--- src/rtl/sc_fifo_sa.sv ---
// Synchronous show-ahead FIFO: the head word is visible on dout_o whenever
// the FIFO is non-empty; a pop exposes the next word on the following cycle.
module sc_fifo_sa #(
  parameter int W     = 128,
  parameter int DEPTH = 32
) (
  input  logic                   clk,
  input  logic                   rst,
  input  logic                   push_i,
  input  logic [W-1:0]           din_i,
  input  logic                   pop_i,
  output logic [W-1:0]           dout_o,
  output logic [$clog2(DEPTH):0] count_o,
  output logic                   empty_o,
  output logic                   full_o
);

  localparam int PW = $clog2(DEPTH);

  logic [W-1:0]  mem [DEPTH];
  logic [PW-1:0] wr_ptr_q, wr_ptr_d;
  logic [PW-1:0] rd_ptr_q, rd_ptr_d;
  logic [PW:0]   count_q, count_d;
  logic          push_ok, pop_ok;

  assign empty_o = (count_q == '0);
  assign full_o  = (count_q == (PW+1)'(DEPTH));
  assign count_o = count_q;
  // Pops on an empty FIFO and pushes on a full one are dropped silently.
  assign push_ok = push_i && !full_o;
  assign pop_ok  = pop_i && !empty_o;
  // Force zero when empty so the output is defined straight out of reset.
  assign dout_o  = empty_o ? '0 : mem[rd_ptr_q];

  // Pointer and occupancy next-state; push and pop together leave count unchanged.
  always_comb begin
    wr_ptr_d = wr_ptr_q;
    rd_ptr_d = rd_ptr_q;
    count_d  = count_q;
    if (push_ok) wr_ptr_d = wr_ptr_q + PW'(1);
    if (pop_ok)  rd_ptr_d = rd_ptr_q + PW'(1);
    case ({push_ok, pop_ok})
      2'b10:   count_d = count_q + (PW+1)'(1);
      2'b01:   count_d = count_q - (PW+1)'(1);
      default: count_d = count_q;
    endcase
  end

  // Pointer/count registers, flushed by reset.
  always_ff @(posedge clk) begin
    if (rst) begin
      wr_ptr_q <= '0;
      rd_ptr_q <= '0;
      count_q  <= '0;
    end else begin
      wr_ptr_q <= wr_ptr_d;
      rd_ptr_q <= rd_ptr_d;
      count_q  <= count_d;
    end
  end

  // Storage array write.
  always_ff @(posedge clk) begin
    if (push_ok) mem[wr_ptr_q] <= din_i;
  end

endmodule

--- config.mk ---
export PLATFORM = sky130hd
export DESIGN_NAME = sc_fifo_sa
export DESIGN_NICKNAME = d
export VERILOG_FILES = /design/src/rtl/sc_fifo_sa.sv
export SDC_FILE = /design/constraint.sdc
export NUM_CORES = 2
export LEC_CHECK = 0
export CORE_AREA = 2 2 588 590
export DETAILED_ROUTE_END_ITERATION = 10
export DIE_AREA = 0 0 590 592
export PLACE_DENSITY = 0.6
export SLEW_MARGIN = 20
export SYNTH_ARGS = -nofsm -noshare
export SYNTH_HDL_FRONTEND = slang
export SYNTH_SLANG_ARGS = --single-unit
--- constraint.sdc ---
create_clock -name clk -period 9 [get_ports clk]
set_clock_uncertainty 0.2 [all_clocks]
set_input_delay 0.9 -clock clk [delete_from_list [all_inputs] [get_ports clk]]
set_output_delay 0.9 -clock clk [all_outputs]
set_load 0.005 [all_outputs]
======== Yosys cells after proc, flatten, opt, wreduce, memory -nomap -nowiden ========
Memory sizes are Yosys's and may differ from the RTL's. A register that Yosys moved wholly into a read port is not among the register bits.
Cells that the tools add are included.
cells by class
  muxes and demuxes ....................... 6
  reductions and logical operators ........ 6
  eq/ne operators ......................... 3
  add/subtract/negate cells ............... 4
operators by type and width
  operator                                                               number
  128-bit 2-to-1 mux                                                     1
  6-bit one-hot mux with 2 select lines                                  1
  5-bit by 1-bit adder with 5-bit output, second input constant          2
  5-bit 2-to-1 mux                                                       2
  6-bit by 1-bit adder with 6-bit output, second input constant          1
  6-bit equality test, second input constant                             1
  6-bit zero test                                                        1
  6-bit by 1-bit subtractor with 6-bit output, second input constant     1
  2-bit by 1-bit equality test with 1-bit output, second input constant  1
  2-bit equality test, second input constant                             1
  1-bit logical AND                                                      2
  1-bit zero test                                                        2
  1-bit 2-to-1 mux                                                       2
  2-bit nonzero test                                                     1
word-level totals
  output and inout port bits .............. 136
  register bits after elaboration ......... 16
  input bits .............................. 132
  bits in writable memories ............... 4096
  memories kept ........................... 1
  logic and storage cells ................. 23
memory list
  name  depth  width  rd ports  clocked after Yosys merged registers in  write ports  RTL line  text
  mem   32     128    1         1                                        1            20        logic [W-1:0] mem [DEPTH];

======== Logic depth before layout (Yosys ltp) ========
  depth after elaboration ................. 5
  mapped depth ............................ 13

======== Worst setup path before layout ========
No wires, ideal clock.
  kind .................................... reg2reg
  from .................................... register count_q[0] (netlist: count_o[0])
  to ...................................... memory mem[30][0] (enable)
  period minus slack after synthesis ...... 7546 ps
  cell stages (with the launch flop) ...... 6
  path slack .............................. 1454 ps
  arrival time ............................ 6729 ps
  cell sequence ........................... dfxtp_1 > buf_2 > clkbuf_1 > o31a_1 > nand2_1 > nor2_1
between the ends
  cells in the longest elaborated chain, start to end .. 5
ends and longest elaborated chain
  item                                    RTL line  text
  start, declared                         23        logic [PW:0] count_q, count_d;
  start signal, assigned                  58        count_q <= count_d;
  6-bit equality test                     27        assign full_o = (count_q == (PW+1)'(DEPTH));
  1-bit zero test                         30        assign push_ok = push_i && !full_o;
  1-bit logical AND                       30
  1-bit 2-to-1 mux                        64        if (push_ok) mem[wr_ptr_q] <= din_i;
  1-bit 2-to-1 mux (implied by the code)  64
  end, declared                           20
No other way between the ends.

==> metrics.txt <==
crit path DAT=5.25 ns; synthesized flop and latch total=4,117; htree depth=5; routed len/inst=33.5 um; Post-synth EDFFs=4,096; Total Nets Final=7,541; first-pass GRT wire length=580,000 um; HP Class=input port to flop; synthesized area per cell=22.5 um2; core area=342,000 um2; Worst setup SP type=flop; TritonCTS clock tree=built; max_slew headroom=0.119; Cell Pwr Density=262 nW/um2; vias in the first global route=76,100; Crit path max-delay family=buffers and inverters; measured slew at the worst slew-check pin=1.32 ns; min Tclk post-route=6.35 ns; Peak VDD IR=0.000516 V; area leader, netlist=edfxtp_1; ys async rst share=0; post-route ant nets=0; GR Overflow Total=0; Port-buffer cells=267; Boundary Pins=268; crit-path max cell delay=0.73 ns; drt drc=0; synth unique cells=48; CP max stage cell=o311a_4; Initial Utilization=0.458; Post-Route WL=413,000 um; layout cell share with drive strength beyond 1=0.208; Place WS=3.71 ns; routability cong.=0.718; Setup Buffers After CTS=0; Critical path buffers and inverters=3; chip height=592 um; Final TNS setup=0 ns; Syn Inst Count=6,975; top-count cell post-synth=edfxtp_1; DIE WIDTH=590 um; final hold violations=0; post-CTS sizing=0; Slew Viols, Final=0; P&R area growth vs syn=13.9%; cts hold-fix bufs=0; Final WS setup=2.65 ns; Synthesized Nets=7,115; Worst-path clk slew=0.06 ns; Req. time, crit path=7.90 ns; Achievable Freq=0.158 GHz; initial antenna violation count=61; mapped cell area=157,000 um2; MaxCap Viol Count=0; Root Driver=clkbuf_16; initial DRC count=8,711; RSZ-0062 raised after global routing=false; Via Count=76,200; crit-path cells=buf_12, o311a_4, buf_4, o211ai_1, nand3_1, clkdlybuf4s50_1; sequential area share after synthesis=0.786; HPWL after DPL=187,000 um; Final period util=0.705; DR pass1 iterations=5; final setup fails=0; type of the worst setup path=flop to output pin; top cell type's share of synthesized area=0.784; Via density=6.18; Syn. warnings=0; CTS Buf Count=417; largest net degree at the start of global routing=142; Max clock buf depth=4; Clk Latency, worst-skew pair=0.94 ns; most common library cells after synthesis=4,096 x edfxtp_1, 769 x mux2i_1, 769 x mux4_2, 256 x a22oi_1, 228 x o211ai_1; Sink Count=4,117; worst-path maximum fanout=74; Worst Setup End Kind=output pin; Tot GR Track Use=0.234; status=finished, final reports clean; P_leak=53.3 nW; ys flop type=edfxtp_1; die area=349,000 um2; Site Rows=215; Synth area leaders=edfxtp_1 78%, mux4_2 11%, mux2i_1 4.9%, a22oi_1 1.2%, o211ai_1 1.1%
[placed cells by master, fill, tap and decap left out, types with 6 or more instances in the layout]
cell type,n
edfxtp_1,4096
clkdlybuf4s50_1,254
o211ai_2,27
xor2_1,9
clkbuf_16,424
bufinv_16,36
nor2_1,20
nor2_4,32
diode_2,15
clkinvlp_4,17
inv_6,12
buf_4,99
buf_2,13
o211ai_1,228
inv_1,6
dfxtp_1,18
nand2_1,7
mux2i_1,769
a22oi_1,256
clkinv_1,107
buf_12,51
nand3_1,129
clkbuf_1,67
ha_1,8
mux4_2,769
clkinv_2,95
o22a_1,127
[power by group]
group / leakage [nW] / switching [mW] / internal [mW]
sequential: 37.1 / 0.141 / 21.4
combinational: 9.74 / 4.75 / 3.74
clock: 6.48 / 7.21 / 9.63
total: 53.3 / 12.1 / 34.8
[cells by family after synthesis]
| family | Yosys count | synth area share |
|---|---|---|
| fa+ha+maj | 8 | 0.000638 |
| buf+inv | 419 | 0.0121 |
| simple gates | 217 | 0.00682 |
| mux | 1542 | 0.160 |
| flops | 4117 | 0.786 |
| compound gates | 662 | 0.0338 |
| xor+xnor | 10 | 0.000558 |
[worst paths after layout]
check / from / endpoint / slack, ns / depth (start not counted)
min: din_i[33] / mem[12][33]$_DFFE_PP_ / 0.25 / 1
max: flop / dout_o[58] / 2.65 / 6
max reg2reg: count_o[0]$_SDFFE_PP0P_ / mem[5][85]$_DFFE_PP_ / 4.44 / 5
min reg2reg: rd_ptr_q[3]$_SDFFE_PP0N_ / flop / 0.32 / 2
[final cells by class]
type	count	area (um2)
antenna	15	37.5
clock buffer	491	10900
clock inverter	278	2360
fill	26300	164000
inverter	8	45.0
multi-input combinational	2439	31900
sequential	4117	123000
tap	4557	5700
timing repair buffer	418	4400
[state kept, by name, indices dropped and copies added, names as in the netlist, named ones only]
| name | count |
|---|---|
| count_o | 6 |
| mem | 4096 |
| wr_ptr_q | 5 |
| rd_ptr_q | 5 |
[routing by layer]
layer / vias to the layer above / GRT usage / part of all wire
met3: 594 / 0.0306 / 0.067
met1: 42000 / 0.332 / 0.42
met5: - / 0 / 0.00043
met4: 28 / 0.0566 / 0.022
li1: 30700 / - / -
met2: 2919 / 0.389 / 0.49
[stage by stage]
stage          instances  instance area (um2)   util  hold WS, ns  total power [mW]
5_1_grt            12300               179000  0.522        0.247              48.5
3_5_place_dp       11500               166000  0.483        0.313              30.6
2_1_floorplan       6975               157000      -        0.268              27.1
3_3_place_gp       11500               165000  0.483        0.299              30.6
4_1_cts            12300               179000  0.522        0.319              47.4
6_report           12300               179000  0.522        0.249              46.9
[worst register-to-register path, cell delays in order, from the launching register on]
cell     delay, ns
dfxtp_1       0.96
o31a_1        0.40
nand2_1       0.51
nor2_4        0.98
buf_4         0.49
buf_4         0.59
(Power assumes the default switching activity.)
